$ cat config.mk
export PLATFORM = sky130hd
export DESIGN_NAME = fb_write_sched_flat
export DESIGN_NICKNAME = d
export VERILOG_FILES = /design/src/rtl/fb_write_sched_if.sv /design/src/rtl/fb_write_sched.sv /design/src/flat_wrapper.sv
export SDC_FILE = /design/constraint.sdc
export NUM_CORES = 1
export LEC_CHECK = 0
export ABC_AREA = 1
export CAP_MARGIN = 20
export CORE_AREA = 8 8 97 99
export CTS_BUF_LIST = sky130_fd_sc_hd__clkbuf_4 sky130_fd_sc_hd__clkbuf_8 sky130_fd_sc_hd__clkbuf_16
export DETAILED_ROUTE_END_ITERATION = 16
export DIE_AREA = 0 0 105 107
export HOLD_SLACK_MARGIN = 0.05
export MAX_ROUTING_LAYER = met4
export PLACE_DENSITY_LB_ADDON = 0.15
export SLEW_MARGIN = 15
export SYNTH_ARGS = -nofsm -noshare
export SYNTH_HDL_FRONTEND = slang
export SYNTH_SLANG_ARGS = --single-unit
$ cat constraint.sdc
create_clock -name clk -period 4.5 [get_ports clk]
set_input_delay 0.675 -clock clk [delete_from_list [all_inputs] [get_ports clk]]
set_output_delay 0.675 -clock clk [all_outputs]
set_load 0.05 [all_outputs]
$ cat src/rtl/fb_write_sched_if.sv
// fb_write_sched_if: requester and memory-side bundle for the framebuffer
// write scheduler.
//   paint  : p_wr0, p_wr1, p_addr, p_wdata  (unstallable strobes)
//   loader : ld_valid, ld_ready, ld_addr (MSB = bank), ld_wdata
//   clear  : clear_start, clear_color, clear_busy, clear_done
//   memory : m_wr0, m_wr1, m_addr, m_wdata
//   status : stall_cnt
// Modport slave is the scheduler; modport master is the requester/memory side.
interface fb_write_sched_if #(
  parameter int unsigned ADDR_W = 11,
  parameter int unsigned DATA_W = 12
);
  logic              p_wr0;
  logic              p_wr1;
  logic [ADDR_W-1:0] p_addr;
  logic [DATA_W-1:0] p_wdata;
  logic              ld_valid;
  logic              ld_ready;
  logic [ADDR_W:0]   ld_addr;
  logic [DATA_W-1:0] ld_wdata;
  logic              clear_start;
  logic [DATA_W-1:0] clear_color;
  logic              clear_busy;
  logic              clear_done;
  logic              m_wr0;
  logic              m_wr1;
  logic [ADDR_W-1:0] m_addr;
  logic [DATA_W-1:0] m_wdata;
  logic [15:0]       stall_cnt;

  modport slave (
    input  p_wr0, p_wr1, p_addr, p_wdata,
    input  ld_valid, ld_addr, ld_wdata,
    output ld_ready,
    input  clear_start, clear_color,
    output clear_busy, clear_done,
    output m_wr0, m_wr1, m_addr, m_wdata,
    output stall_cnt
  );

  modport master (
    output p_wr0, p_wr1, p_addr, p_wdata,
    output ld_valid, ld_addr, ld_wdata,
    input  ld_ready,
    output clear_start, clear_color,
    input  clear_busy, clear_done,
    input  m_wr0, m_wr1, m_addr, m_wdata,
    input  stall_cnt
  );
endinterface

$ cat src/rtl/fb_write_sched.sv
// fb_write_sched: shares the single framebuffer write port between the paint
// controller, a streaming loader and an internal clear engine.
// Fixed priority paint > loader > clear; all memory-side outputs registered
// with one cycle of latency.
// Ports:
//   clk  - system clock
//   rst  - synchronous reset, active-high
//   bus  - fb_write_sched_if.slave (requesters, memory write port, status)
// Optional feature: define FBW_STALL_CNT_EN to build the saturating loader
// stall counter on stall_cnt; otherwise stall_cnt is tied to zero.
module fb_write_sched #(
  parameter int unsigned ADDR_W      = 11,
  parameter int unsigned DATA_W      = 12,
  parameter int unsigned CLEAR_DEPTH = 2048
) (
  input  logic             clk,
  input  logic             rst,
  fb_write_sched_if.slave  bus
);

  localparam logic [ADDR_W-1:0] LAST_PTR = ADDR_W'(CLEAR_DEPTH - 1);

  typedef enum logic {
    IDLE,
    SWEEP
  } state_t;

  state_t            state_q;
  logic [ADDR_W-1:0] ptr_q;
  logic [DATA_W-1:0] color_q;
  logic              busy_q;
  logic              done_q;
  logic              m_wr0_q;
  logic              m_wr1_q;
  logic [ADDR_W-1:0] m_addr_q;
  logic [DATA_W-1:0] m_wdata_q;

  logic paint_req;
  logic ld_ready;
  logic ld_xfer;
  logic clr_grant;
  logic clr_last;
  logic start_acc;

  always_comb begin
    paint_req = bus.p_wr0 | bus.p_wr1;
    ld_ready  = ~rst & ~paint_req;
    ld_xfer   = bus.ld_valid & ld_ready;
    clr_grant = (state_q == SWEEP) & ~paint_req & ~ld_xfer;
    clr_last  = clr_grant & (ptr_q == LAST_PTR);
    // A start landing on the final clear write chains straight into a new
    // sweep so clear_busy never drops.
    start_acc = bus.clear_start & ((state_q == IDLE) | clr_last);
  end

  always_ff @(posedge clk) begin
    if (rst) begin
      state_q   <= IDLE;
      ptr_q     <= '0;
      color_q   <= '0;
      busy_q    <= 1'b0;
      done_q    <= 1'b0;
      m_wr0_q   <= 1'b0;
      m_wr1_q   <= 1'b0;
      m_addr_q  <= '0;
      m_wdata_q <= '0;
    end else begin
      m_wr0_q <= 1'b0;
      m_wr1_q <= 1'b0;
      done_q  <= 1'b0;

      // Address/data hold their previous value when nothing is granted.
      if (paint_req) begin
        m_wr0_q   <= bus.p_wr0;
        m_wr1_q   <= bus.p_wr1;
        m_addr_q  <= bus.p_addr;
        m_wdata_q <= bus.p_wdata;
      end else if (ld_xfer) begin
        m_wr0_q   <= ~bus.ld_addr[ADDR_W];
        m_wr1_q   <= bus.ld_addr[ADDR_W];
        m_addr_q  <= bus.ld_addr[ADDR_W-1:0];
        m_wdata_q <= bus.ld_wdata;
      end else if (clr_grant) begin
        m_wr0_q   <= 1'b1;
        m_wr1_q   <= 1'b1;
        m_addr_q  <= ptr_q;
        m_wdata_q <= color_q;
      end

      case (state_q)
        IDLE: begin
          if (start_acc) begin
            state_q <= SWEEP;
            ptr_q   <= '0;
            color_q <= bus.clear_color;
            busy_q  <= 1'b1;
          end
        end
        SWEEP: begin
          if (clr_grant) begin
            if (clr_last) begin
              done_q <= 1'b1;
              ptr_q  <= '0;
              if (start_acc) begin
                color_q <= bus.clear_color;
              end else begin
                state_q <= IDLE;
                busy_q  <= 1'b0;
              end
            end else begin
              ptr_q <= ptr_q + 1'b1;
            end
          end
        end
        default: begin
          state_q <= IDLE;
          busy_q  <= 1'b0;
        end
      endcase
    end
  end

  assign bus.ld_ready   = ld_ready;
  assign bus.clear_busy = busy_q;
  assign bus.clear_done = done_q;
  assign bus.m_wr0      = m_wr0_q;
  assign bus.m_wr1      = m_wr1_q;
  assign bus.m_addr     = m_addr_q;
  assign bus.m_wdata    = m_wdata_q;

`ifdef FBW_STALL_CNT_EN
  logic [15:0] stall_q;

  always_ff @(posedge clk) begin
    if (rst || start_acc) begin
      stall_q <= '0;
    end else if (bus.ld_valid && !ld_ready && stall_q != '1) begin
      stall_q <= stall_q + 16'd1;
    end
  end

  assign bus.stall_cnt = stall_q;
`else
  assign bus.stall_cnt = '0;
`endif

endmodule

$ cat src/flat_wrapper.sv
// flat-port wrapper written by rule: the top's interface ports become plain ports
module fb_write_sched_flat 
#(
  parameter int unsigned ADDR_W      = 11,
  parameter int unsigned DATA_W      = 12,
  parameter int unsigned CLEAR_DEPTH = 2048
)
  (clk, rst, bus_p_wr0, bus_p_wr1, bus_p_addr, bus_p_wdata, bus_ld_valid, bus_ld_addr, bus_ld_wdata, bus_ld_ready, bus_clear_start, bus_clear_color, bus_clear_busy, bus_clear_done, bus_m_wr0, bus_m_wr1, bus_m_addr, bus_m_wdata, bus_stall_cnt);
  fb_write_sched_if #(.ADDR_W(ADDR_W), .DATA_W(DATA_W)) bus_i ();
  input  logic clk;
  input  logic rst;
  input wire logic [$bits(bus_i.p_wr0)-1:0] bus_p_wr0;
  input wire logic [$bits(bus_i.p_wr1)-1:0] bus_p_wr1;
  input wire logic [$bits(bus_i.p_addr)-1:0] bus_p_addr;
  input wire logic [$bits(bus_i.p_wdata)-1:0] bus_p_wdata;
  input wire logic [$bits(bus_i.ld_valid)-1:0] bus_ld_valid;
  input wire logic [$bits(bus_i.ld_addr)-1:0] bus_ld_addr;
  input wire logic [$bits(bus_i.ld_wdata)-1:0] bus_ld_wdata;
  output wire logic [$bits(bus_i.ld_ready)-1:0] bus_ld_ready;
  input wire logic [$bits(bus_i.clear_start)-1:0] bus_clear_start;
  input wire logic [$bits(bus_i.clear_color)-1:0] bus_clear_color;
  output wire logic [$bits(bus_i.clear_busy)-1:0] bus_clear_busy;
  output wire logic [$bits(bus_i.clear_done)-1:0] bus_clear_done;
  output wire logic [$bits(bus_i.m_wr0)-1:0] bus_m_wr0;
  output wire logic [$bits(bus_i.m_wr1)-1:0] bus_m_wr1;
  output wire logic [$bits(bus_i.m_addr)-1:0] bus_m_addr;
  output wire logic [$bits(bus_i.m_wdata)-1:0] bus_m_wdata;
  output wire logic [$bits(bus_i.stall_cnt)-1:0] bus_stall_cnt;
  assign bus_i.p_wr0 = bus_p_wr0;
  assign bus_i.p_wr1 = bus_p_wr1;
  assign bus_i.p_addr = bus_p_addr;
  assign bus_i.p_wdata = bus_p_wdata;
  assign bus_i.ld_valid = bus_ld_valid;
  assign bus_i.ld_addr = bus_ld_addr;
  assign bus_i.ld_wdata = bus_ld_wdata;
  assign bus_ld_ready = bus_i.ld_ready;
  assign bus_i.clear_start = bus_clear_start;
  assign bus_i.clear_color = bus_clear_color;
  assign bus_clear_busy = bus_i.clear_busy;
  assign bus_clear_done = bus_i.clear_done;
  assign bus_m_wr0 = bus_i.m_wr0;
  assign bus_m_wr1 = bus_i.m_wr1;
  assign bus_m_addr = bus_i.m_addr;
  assign bus_m_wdata = bus_i.m_wdata;
  assign bus_stall_cnt = bus_i.stall_cnt;
  fb_write_sched #(.ADDR_W(ADDR_W), .DATA_W(DATA_W), .CLEAR_DEPTH(CLEAR_DEPTH)) u_core (.clk(clk), .rst(rst), .bus(bus_i));
endmodule
After elaboration in Yosys (flattened, before gate mapping)
Cells that the tools add are included.
Word-level totals
  flip-flop bits (word level): 51
  input port bits: 65
  logic and storage cells: 63
Operators by class
  $add $sub $neg: 1
  equal/unequal tests: 5
  multiplexer cells: 29
  bitwise logic cells: 14
  reduce and logical (&&, ||, !) cells: 5
Operators by type and width (count)
  $mux 12: 6
  $mux 11: 6
  $pmux 12 s2: 1
  $pmux 11 s2: 1
  $mux 1: 13
  $add 11x1->11 const B: 1
  $eq 11x11->1 const B: 1
  $and 1x1->1: 6
  $ne 2x2->1 const B: 3
  $not 1->1: 6
  $pmux 1 s2: 2
  $reduce_and 2->1: 2
  $reduce_and 4->1: 1
  $reduce_bool 3->1: 1
  $reduce_or 3->1: 1
  $ne 2x1->1 const B: 1
  $or 1x1->1: 2

Depth between registers and ports, before layout
Gate-level depths: netlist of the first run.
  word-level depth: 13
  gate-level depth with buffers: 10
  mapped depth without buffers: 10

Worst setup path after synthesis of the first run
OpenSTA, ideal clock, no wires.
  kind: input-to-output
  start point: input port bus_p_wr1
  end point: output port bus_ld_ready
  arrival: 1.683 ns
  path slack: 2.142 ns
  stages: 4
  path through: inv_1 > nand2_4 > clkbuf_1 > nor2_1
Between the ends
  cells in the longest elaborated chain, start to end: 3
RTL lines
  start, declared: RTL line flat_wrapper.sv:13  | input wire logic [$bits(bus_i.p_wr1)-1:0] bus_p_wr1;
  $or 1x1->1: RTL line fb_write_sched.sv:46  | paint_req = bus.p_wr0 | bus.p_wr1;
  $not 1->1: RTL line fb_write_sched.sv:47  | ld_ready = ~rst & ~paint_req;
  $and 1x1->1: RTL line fb_write_sched.sv:47
  end, declared: RTL line flat_wrapper.sv:19  | output wire logic [$bits(bus_i.ld_ready)-1:0] bus_ld_ready;
No other way between the ends.

Worst setup path in the final report of the first run
Same ends and word-level chain as after synthesis.

==> metrics.md, run 1 <==
| Metric | Value |
|---|---|
| PD cells | `279 mW/mm^2` |
| Core Area | `0.00793 sq mm` |
| Synth area leader | `dfxtp_1` |
| Port Buffers | `92` |
| Routed vias/inst | `4.46` |
| Net Sw Power | `0.000325 W` |
| CP startpoint kind | `input pin` |
| Leakage dissipation | `1.67 nW` |
| Setup total negative slack | `0 ns` |
| Bufs on Longest Clock Path | `2` |
| Antenna violations before repair | `0` |
| CTS Buf Count | `5` |
| Cell area after synthesis | `0.00270 sq mm` |
| Die Wd | `105 um` |
| Share of cells above drive strength 1 | `0.0466` |
| Antenna Nets Post-Route | `0` |
| Vias in the first global route | `2621` |
| Placer Congestion | `0.800` |
| Run status | `finished, final reports clean` |
| Max Fclk | `325 MHz` |
| Commonest non-fill, non-tap cell in the layout | `nand2_1` |
| Post-CTS sizing | `0` |
| WL per Instance | `13.1 um` |
| Tcrit/Tclk final | `0.683` |
| Final setup viols | `0` |
| Tmin final | `3.07 ns` |
| Drt pass-1 iters | `4` |
| Seq pwr share | `0.477` |
| Cell count after synthesis | `413` |
| Die H | `107 um` |
| Global-route wire length before repair | `12800 um` |
| CP Capture Type | `output port` |
| Worst Tran Pin Value | `0.950 ns` |
| Critical path arrival | `2.40 ns` |
| # clock sinks | `51` |
| Final net count | `560` |
| Most area-consuming cells after synthesis | `dfxtp_1, nand2_1, inv_1` |
| Clock power share | `0.262` |
| Initial Utilization | `0.341` |
| Area grow syn2layout | `36.0%` |
| Slew Viols, Final | `0` |
| Worst endpoint required time | `3.83 ns` |
| Post-synthesis register bit count | `51` |
| Hold violation total from the final report | `0` |
| DP HPWL | `5720 um` |
| Cts hold-fix bufs | `0` |
| Dpl ws | `1.41 ns` |
| ANT cells | `0` |
| Mean Syn Cell Area | `6.54 sq um` |
| Commonest cells after routing, fill and taps aside | `nand2_1, clkdlybuf4s50_1, dfxtp_1` |
| Sequential element share of the synthesized area | `0.378` |
| Synth warn | `0` |
| DRC Markers | `0` |
| H-tree levels | `2` |
| Remaining Overflow, GRT | `0` |
| Setup Skew | `0.00678 ns` |
| Worst-path maximum fanout | `25` |
| RSZ-0062 raised after global routing | `no` |
| Largest net degree at the start of global routing | `38` |
| Power Internal | `0.000702 W` |
| Vias | `2672` |
| Share of the synthesized area in the top cell type | `0.378` |
| Number of I/O pins | `109` |
| Row count | `33` |
| Die ar. | `0.0112 sq mm` |
| Synth cell types | `27` |
| Worst skew pair latency | `0.30 ns` |
| Postcts setup bufs | `0` |
| CTS tree | `done` |
| Max cap viols | `0` |
| Sw Share | `0.316` |
| Hold Crit Class | `reg -> reg` |
| Overall routing resource usage | `0.141` |
| Root Driver | `clkbuf_8` |
| Worst-path clk slew | `0.09 ns` |
| Logic gate share of total power | `0.261` |
| Drt total wl | `7860 um` |
| Crit Path Category | `in -> out` |
| Setup WS post-layout | `1.43 ns` |
| Slew Limit Headroom | `0.365` |
| Initial DRC count | `91` |
| Peak supply drop | `0.000121 V` |
## flip-flops by register name (all words and copies together), names as in the netlist
name / count
u_core.color_q: 12
u_core.bus.m_wr0: 1
u_core.bus.m_wdata: 12
u_core.bus.m_addr: 11
u_core.bus.clear_done: 1
u_core.ptr_q: 11
u_core.state_q: 1
u_core.bus.clear_busy: 1
u_core.bus.m_wr1: 1
## routing by layer
layer	track usage	up-vias	routed length [um]
met2	0.221	84	3530
met5	-	-	0
li1	-	1409	-
met1	0.178	1175	3910
met3	0.0324	4	340
met4	0.0377	0	74
## cell type report
| type | count | area (sq um) |
|---|---|---|
| clock buffers | 6 | 82.6 |
| clock inverters | 1 | 5.00 |
| fillers | 848 | 4250 |
| inverters | 53 | 199 |
| multi-input cells | 290 | 1310 |
| flip-flops and latches | 51 | 1020 |
| well taps | 105 | 131 |
| repair buffers | 93 | 928 |
## metrics by stage
stage	cell area (sq um)	std cells	hold WS (ns)	utilization	total power (W)
after global routing	3670	599	0.518	0.463	0.00108
after CTS	3670	599	0.492	0.463	0.00104
after global placement	3590	592	0.464	0.452	0.000767
after floorplan	2760	428	0.452	-	0.000677
after detailed placement	3590	592	0.469	0.452	0.000770
final	3670	599	0.486	0.463	0.00103
## worst paths after layout
kind	from	endpoint	slack, ns	depth (start not counted)
worst min register to register	u_core.color_q[8]	u_core.color_q[8]	0.49	2
worst max-delay path	bus_p_wr1	bus_ld_ready	1.43	5
worst min-delay path	u_core.color_q[8]	u_core.color_q[8]	0.49	2
worst max register to register	u_core.ptr_q[0]	u_core.color_q[5]	2.59	8
## cell usage after synthesis
cell type and instances:
nand3_2 2, buf_2 5, nor2_4 2, ha_1 1
nand4_1 26, nor3b_1 1, nand2_4 2, buf_6 3
xnor2_1 1, buf_1 2, o21ai_0 4, inv_2 4
nand2_1 150, a211oi_1 1, nor2_1 35, inv_1 49
clkbuf_1 4, nand2_2 4, nand3_1 18, o21bai_1 1
o21ai_4 1, a21oi_1 21, dfxtp_1 51, buf_4 20
nor3_1 3, conb_1 1, xor2_1 1
## cells by family (layout without fill, tap and decap cells)
| logic type | count (synthesis) | in the layout | share of synthesized area |
|---|---|---|---|
| flip-flops | 51 | 51 | 0.378 |
| other | 1 | 16 | 0.00139 |
| AO/OA/AOI/OAI | 28 | 28 | 0.0579 |
| XOR/XNOR | 2 | 2 | 0.00649 |
| buffers and inverters | 87 | 153 | 0.159 |
| adder cells (fa/ha/maj) | 1 | 1 | 0.00463 |
| AND/OR/NAND/NOR | 243 | 243 | 0.392 |
## power by group through the flow
stage          Combinational [W]  Clock [W]  Sequential, W
2_1_floorplan           0.000124          0       0.000553
3_3_place_gp            0.000267          0       0.000500
3_5_place_dp            0.000269          0       0.000500
4_1_cts                 0.000270   0.000283       0.000490
5_1_grt                 0.000289   0.000299       0.000493
6_report                0.000268   0.000269       0.000490
## critical path, stage by stage
cell and delay, ns:
clkdlybuf4s50_1 0.45, inv_1 0.11, nand2_4 0.20, nor2_1 0.15
clkdlybuf4s50_1 0.82
Power figures use the tool's default switching activity.
==> inputs of run 2 (changes only) <==
==> constraint.sdc (replaced) <==
create_clock -name clk -period 2.86 [get_ports clk]
set_input_delay 0.429 -clock clk [delete_from_list [all_inputs] [get_ports clk]]
set_output_delay 0.429 -clock clk [all_outputs]
set_load 0.05 [all_outputs]
==> run 2 against run 1 <==
  * Hold slack worse by 0.00080 ns
  * Global-route usage is 0.38 points higher
  * Combinational power is 59% higher
  * Largest power group unchanged
==> metrics.md, run 2 (synthesized netlist as in run 1, its figures left out) <==
| Metric | Value |
|---|---|
| Sw Share | `0.318` |
| RSZ-0062 raised after global routing | `no` |
| Setup total negative slack | `0 ns` |
| Multi-input gate area | `0.00131 sq mm` |
| DRC Markers | `0` |
| Crit Path Category | `in -> reg` |
| Number of I/O pins | `109` |
| Cell Area, Placed | `0.00362 sq mm` |
| ANT cells | `0` |
| Post-CTS sizing | `0` |
| Bufs on Longest Clock Path | `2` |
| Root Driver | `clkbuf_8` |
| Core Area | `0.00793 sq mm` |
| Logic gate share of total power | `0.266` |
| CP Capture Type | `register` |
| Initial DRC count | `67` |
| CP startpoint kind | `input pin` |
| Commonest non-fill, non-tap cell in the layout | `nand2_1` |
| Cts hold-fix bufs | `0` |
| Power Internal | `0.00109 W` |
| Max Fclk | `488 MHz` |
| Slew Limit Headroom | `0.451` |
| Largest net degree at the start of global routing | `38` |
| Row count | `33` |
| Tmin final | `2.05 ns` |
| Initial Utilization | `0.341` |
| Final net count | `565` |
| Clock power share | `0.251` |
| Total power | `0.00160 W` |
| Leakage dissipation | `1.69 nW` |
| Net Sw Power | `0.000509 W` |
| Vias | `2711` |
| Share of cells above drive strength 1 | `0.0562` |
| PD cells | `432 mW/mm^2` |
| H-tree levels | `2` |
| Peak supply drop | `0.000158 V` |
| Commonest cells after routing, fill and taps aside | `nand2_1, clkdlybuf4s50_1, dfxtp_1` |
| Worst-path maximum fanout | `25` |
| Area grow syn2layout | `36.9%` |
| Die ar. | `0.0112 sq mm` |
| Hold Crit Class | `reg -> reg` |
| Seq pwr share | `0.483` |
| Tcrit/Tclk final | `0.716` |
| Worst Tran Pin Value | `0.822 ns` |
| # clock sinks | `51` |
| FF/Latch Area | `0.00102 sq mm` |
| Filler cells | `832` |
| Worst-path clk slew | `0.09 ns` |
| Final Core Density | `0.466` |
| Max cap viols | `0` |
| Antenna violations before repair | `0` |
| Worst endpoint required time | `3.06 ns` |
| Overall routing resource usage | `0.144` |
| CTS tree | `done` |
| Die Wd | `105 um` |
| CTS Buf Count | `5` |
| Post-route cell area | `0.00370 sq mm` |
| Setup Skew | `0.00532 ns` |
| Hold Path Cell Cnt | `2` |
| Placer Congestion | `0.803` |
| Global-route wire length before repair | `13100 um` |
| Postcts setup bufs | `0` |
| FF-to-FF path depth | `8` |
| Vias in the first global route | `2679` |
| WL per Instance | `13.3 um` |
| Drt pass-1 iters | `4` |
| Slew Viols, Final | `0` |
| Finished Layout Cells | `603` |
| DP HPWL | `5940 um` |
| Port Buffers | `92` |
| Drt total wl | `8010 um` |
| Die H | `107 um` |
| Remaining Overflow, GRT | `0` |
| Hold violation total from the final report | `0` |
| Placed insts | `597` |
| Routed vias/inst | `4.50` |
| Worst skew pair latency | `0.30 ns` |
| Run status | `finished, final reports clean` |
| Final setup viols | `0` |
| Critical path arrival | `2.24 ns` |
| Antenna Nets Post-Route | `0` |
-- run 2: cell types whose count changed in the layout (fill, tap and decap cells not counted), sizes merged --
cell and delta:
buf +6, clkinv -1, clkdlybuf4s50 -1
-- run 2: per-stage QoR --
step | hold slack, ns | setup slack (ns)
after global placement | 0.466 | 0.552
after detailed placement | 0.467 | 0.491
after global routing | 0.504 | 0.624
after CTS | 0.490 | 0.804
after floorplan | 0.452 | 0.994
final | 0.485 | 0.811
-- run 2: worst paths after layout --
check,from,slack (ns),to
worst max-delay path,bus_p_wr1,0.81,u_core.color_q[9]
worst min-delay path,u_core.color_q[3],0.49,u_core.color_q[3]
worst max register to register,u_core.ptr_q[0],0.96,u_core.color_q[9]
worst min register to register,u_core.color_q[3],0.49,u_core.color_q[3]
-- run 2: area by class of cell --
cell class	instances	area share
clock buffer	6	0.0206
inverter	53	0.0538
multi-input combinational	290	0.353
sequential	51	0.276
tap	105	0.0355
timing repair buffer	98	0.261
-- run 2: layer usage --
layer	part of all wire	GRT usage	vias to the layer above
li1	-	-	1413
met1	0.46	0.173	1221
met2	0.48	0.240	73
met3	0.047	0.0282	4
met4	0.0085	0.0449	0
met5	0	-	-
-- run 2: power groups by stage --
stage / Combinational [W] / Sequential (W) / Clock, W
6_report: 0.000426 / 0.000772 / 0.000401
4_1_cts: 0.000429 / 0.000772 / 0.000419
5_1_grt: 0.000460 / 0.000776 / 0.000435
3_5_place_dp: 0.000428 / 0.000788 / 0
3_3_place_gp: 0.000424 / 0.000787 / 0
2_1_floorplan: 0.000195 / 0.000870 / 0
-- run 2: critical path, stage by stage --
cell,delay (ns)
clkdlybuf4s50_1,0.45
inv_1,0.11
nand2_4,0.20
nor2_4,0.17
nand2_4,0.09
o21ai_4,0.51
nand3_1,0.15
nand2_1,0.09
nor2_1,0.04
==> inputs of run 3 (changes only) <==
==> constraint.sdc (replaced) <==
create_clock -name clk -period 1.75 [get_ports clk]
set_input_delay 0.2625 -clock clk [delete_from_list [all_inputs] [get_ports clk]]
set_output_delay 0.2625 -clock clk [all_outputs]
set_load 0.05 [all_outputs]
==> run 3 against run 2 <==
  * Register-to-register slack worse by 0.79 ns
  * Routed wire length rose by 0.24%
  * Setup slack lost 0.69 ns
  * Power up 67%
  * Clock skew decreased by 0.0019 ns
  * Hold slack better by 0.0051 ns
  * Sequential power is 63% higher
  * Cell count increased by 2.3%
==> metrics.md, run 3 (synthesized netlist as in run 1, its figures left out) <==
| Metric | Value |
|---|---|
| Overall routing resource usage | `0.147` |
| Placer Congestion | `0.817` |
| Share of cells above drive strength 1 | `0.129` |
| Port Buffers | `92` |
| Remaining Overflow, GRT | `0` |
| Cell Area, Placed | `0.00372 sq mm` |
| Hold violation total from the final report | `0` |
| FF-to-FF Start | `u_core.ptr_q[1]` |
| Setup Skew | `0.00341 ns` |
| PD cells | `700 mW/mm^2` |
| # clock sinks | `51` |
| Slew Limit Headroom | `0.659` |
| Drt pass-1 iters | `4` |
| WL per Instance | `13.0 um` |
| Setup total negative slack | `0 ns` |
| Total power | `0.00267 W` |
| Worst endpoint required time | `1.49 ns` |
| CP Capture Type | `output port` |
| Area grow syn2layout | `41.3%` |
| Vias in the first global route | `2690` |
| Tmin final | `1.63 ns` |
| Die H | `107 um` |
| DRC Markers | `0` |
| Critical path arrival | `1.37 ns` |
| Initial Utilization | `0.341` |
| Commonest non-fill, non-tap cell in the layout | `nand2_1` |
| Root Driver | `clkbuf_8` |
| ANT cells | `0` |
| H-tree levels | `2` |
| Crit Path Category | `in -> out` |
| Hold Crit Class | `reg -> reg` |
| Number of I/O pins | `109` |
| Routed vias/inst | `4.46` |
| Bufs on Longest Clock Path | `2` |
| Worst skew pair latency | `0.30 ns` |
| Hold_ws | `0.490 ns` |
| CP startpoint kind | `input pin` |
| Global-route wire length before repair | `13300 um` |
| Antenna Nets Post-Route | `0` |
| Largest net degree at the start of global routing | `38` |
| Final setup viols | `0` |
| Drt total wl | `8030 um` |
| Worst-path clk slew | `0.09 ns` |
| RSZ-0062 raised after global routing | `no` |
| Row count | `33` |
| Run status | `finished, final reports clean` |
| CP Launch Point | `bus_p_wr1` |
| Core Area | `0.00793 sq mm` |
| Antenna violations before repair | `0` |
| Die ar. | `0.0112 sq mm` |
| DP HPWL | `6150 um` |
| Die Wd | `105 um` |
| Worst-path maximum fanout | `13` |
| CTS Buf Count | `5` |
| Max Fclk | `612 MHz` |
| CTS tree | `done` |
| Worst Tran Pin Value | `0.510 ns` |
| Vias | `2753` |
| Max cap viols | `0` |
| Leakage dissipation | `1.87 nW` |
| Post-route cell area | `0.00382 sq mm` |
| Peak supply drop | `0.000277 V` |
| Initial DRC count | `122` |
| Filler cells | `831` |
| Min-delay src | `u_core.color_q[7]` |
| Commonest cells after routing, fill and taps aside | `nand2_1, clkdlybuf4s50_1, dfxtp_1` |
| Final net count | `577` |
| Tcrit/Tclk final | `0.933` |
| Slew Viols, Final | `0` |
-- run 3: cell type report --
class | count | area (sq um) | share of cell area
clock buffers | 7 | 83.8 | 0.0220
clock inverters | 1 | 5.00 | 0.00131
inverters | 53 | 199 | 0.0521
multi-input cells | 290 | 1310 | 0.343
flip-flops and latches | 51 | 1020 | 0.267
well taps | 105 | 131 | 0.0344
repair buffers | 110 | 1070 | 0.280
-- run 3: final timing paths --
| path | to | slack [ns] | cells past startpoint |
|---|---|---|---|
| worst max-delay path | bus_ld_ready | 0.12 | 6 |
| worst min-delay path | u_core.color_q[7] | 0.49 | 2 |
| worst max register to register | u_core.color_q[8] | 0.17 | 9 |
| worst min register to register | u_core.color_q[7] | 0.49 | 2 |
-- run 3: what timing repair did --
action                     in CTS  in global routing
hold buffers                    0                  0
setup endpoints to repair       0                  5
buffers inserted                0                  0
gates resized for setup         0                  5
-- run 3: metrics by stage --
step | setup WS, ns | util | instances
2_1_floorplan | 0.217 | - | 428
3_3_place_gp | 0.0147 | 0.469 | 609
3_5_place_dp | -0.0338 | 0.469 | 609
4_1_cts | 0.0323 | 0.480 | 617
5_1_grt | 0.00885 | 0.482 | 617
6_report | 0.117 | 0.482 | 617
-- run 3: layer usage --
metal / GRT usage / share of wire / vias up
met2: 0.233 / 0.46 / 79
met3: 0.0342 / 0.057 / 5
met5: - / 0 / -
met1: 0.182 / 0.47 / 1220
li1: - / - / 1449
met4: 0.0449 / 0.011 / 0
-- run 3: power breakdown --
group	leakage (nW)	switching (W)	total [W]	internal (W)
clock network	0.0491	0.000380	0.000693	0.000313
registers	0.421	0.0000374	0.00126	0.00123
logic	1.40	0.000428	0.000715	0.000287
-- run 3: critical path, cell delays in order --
cell	delay [ns]
clkdlybuf4s50_1	0.44
inv_1	0.11
nand2_4	0.07
buf_4	0.19
nor2_2	0.14
buf_12	0.15
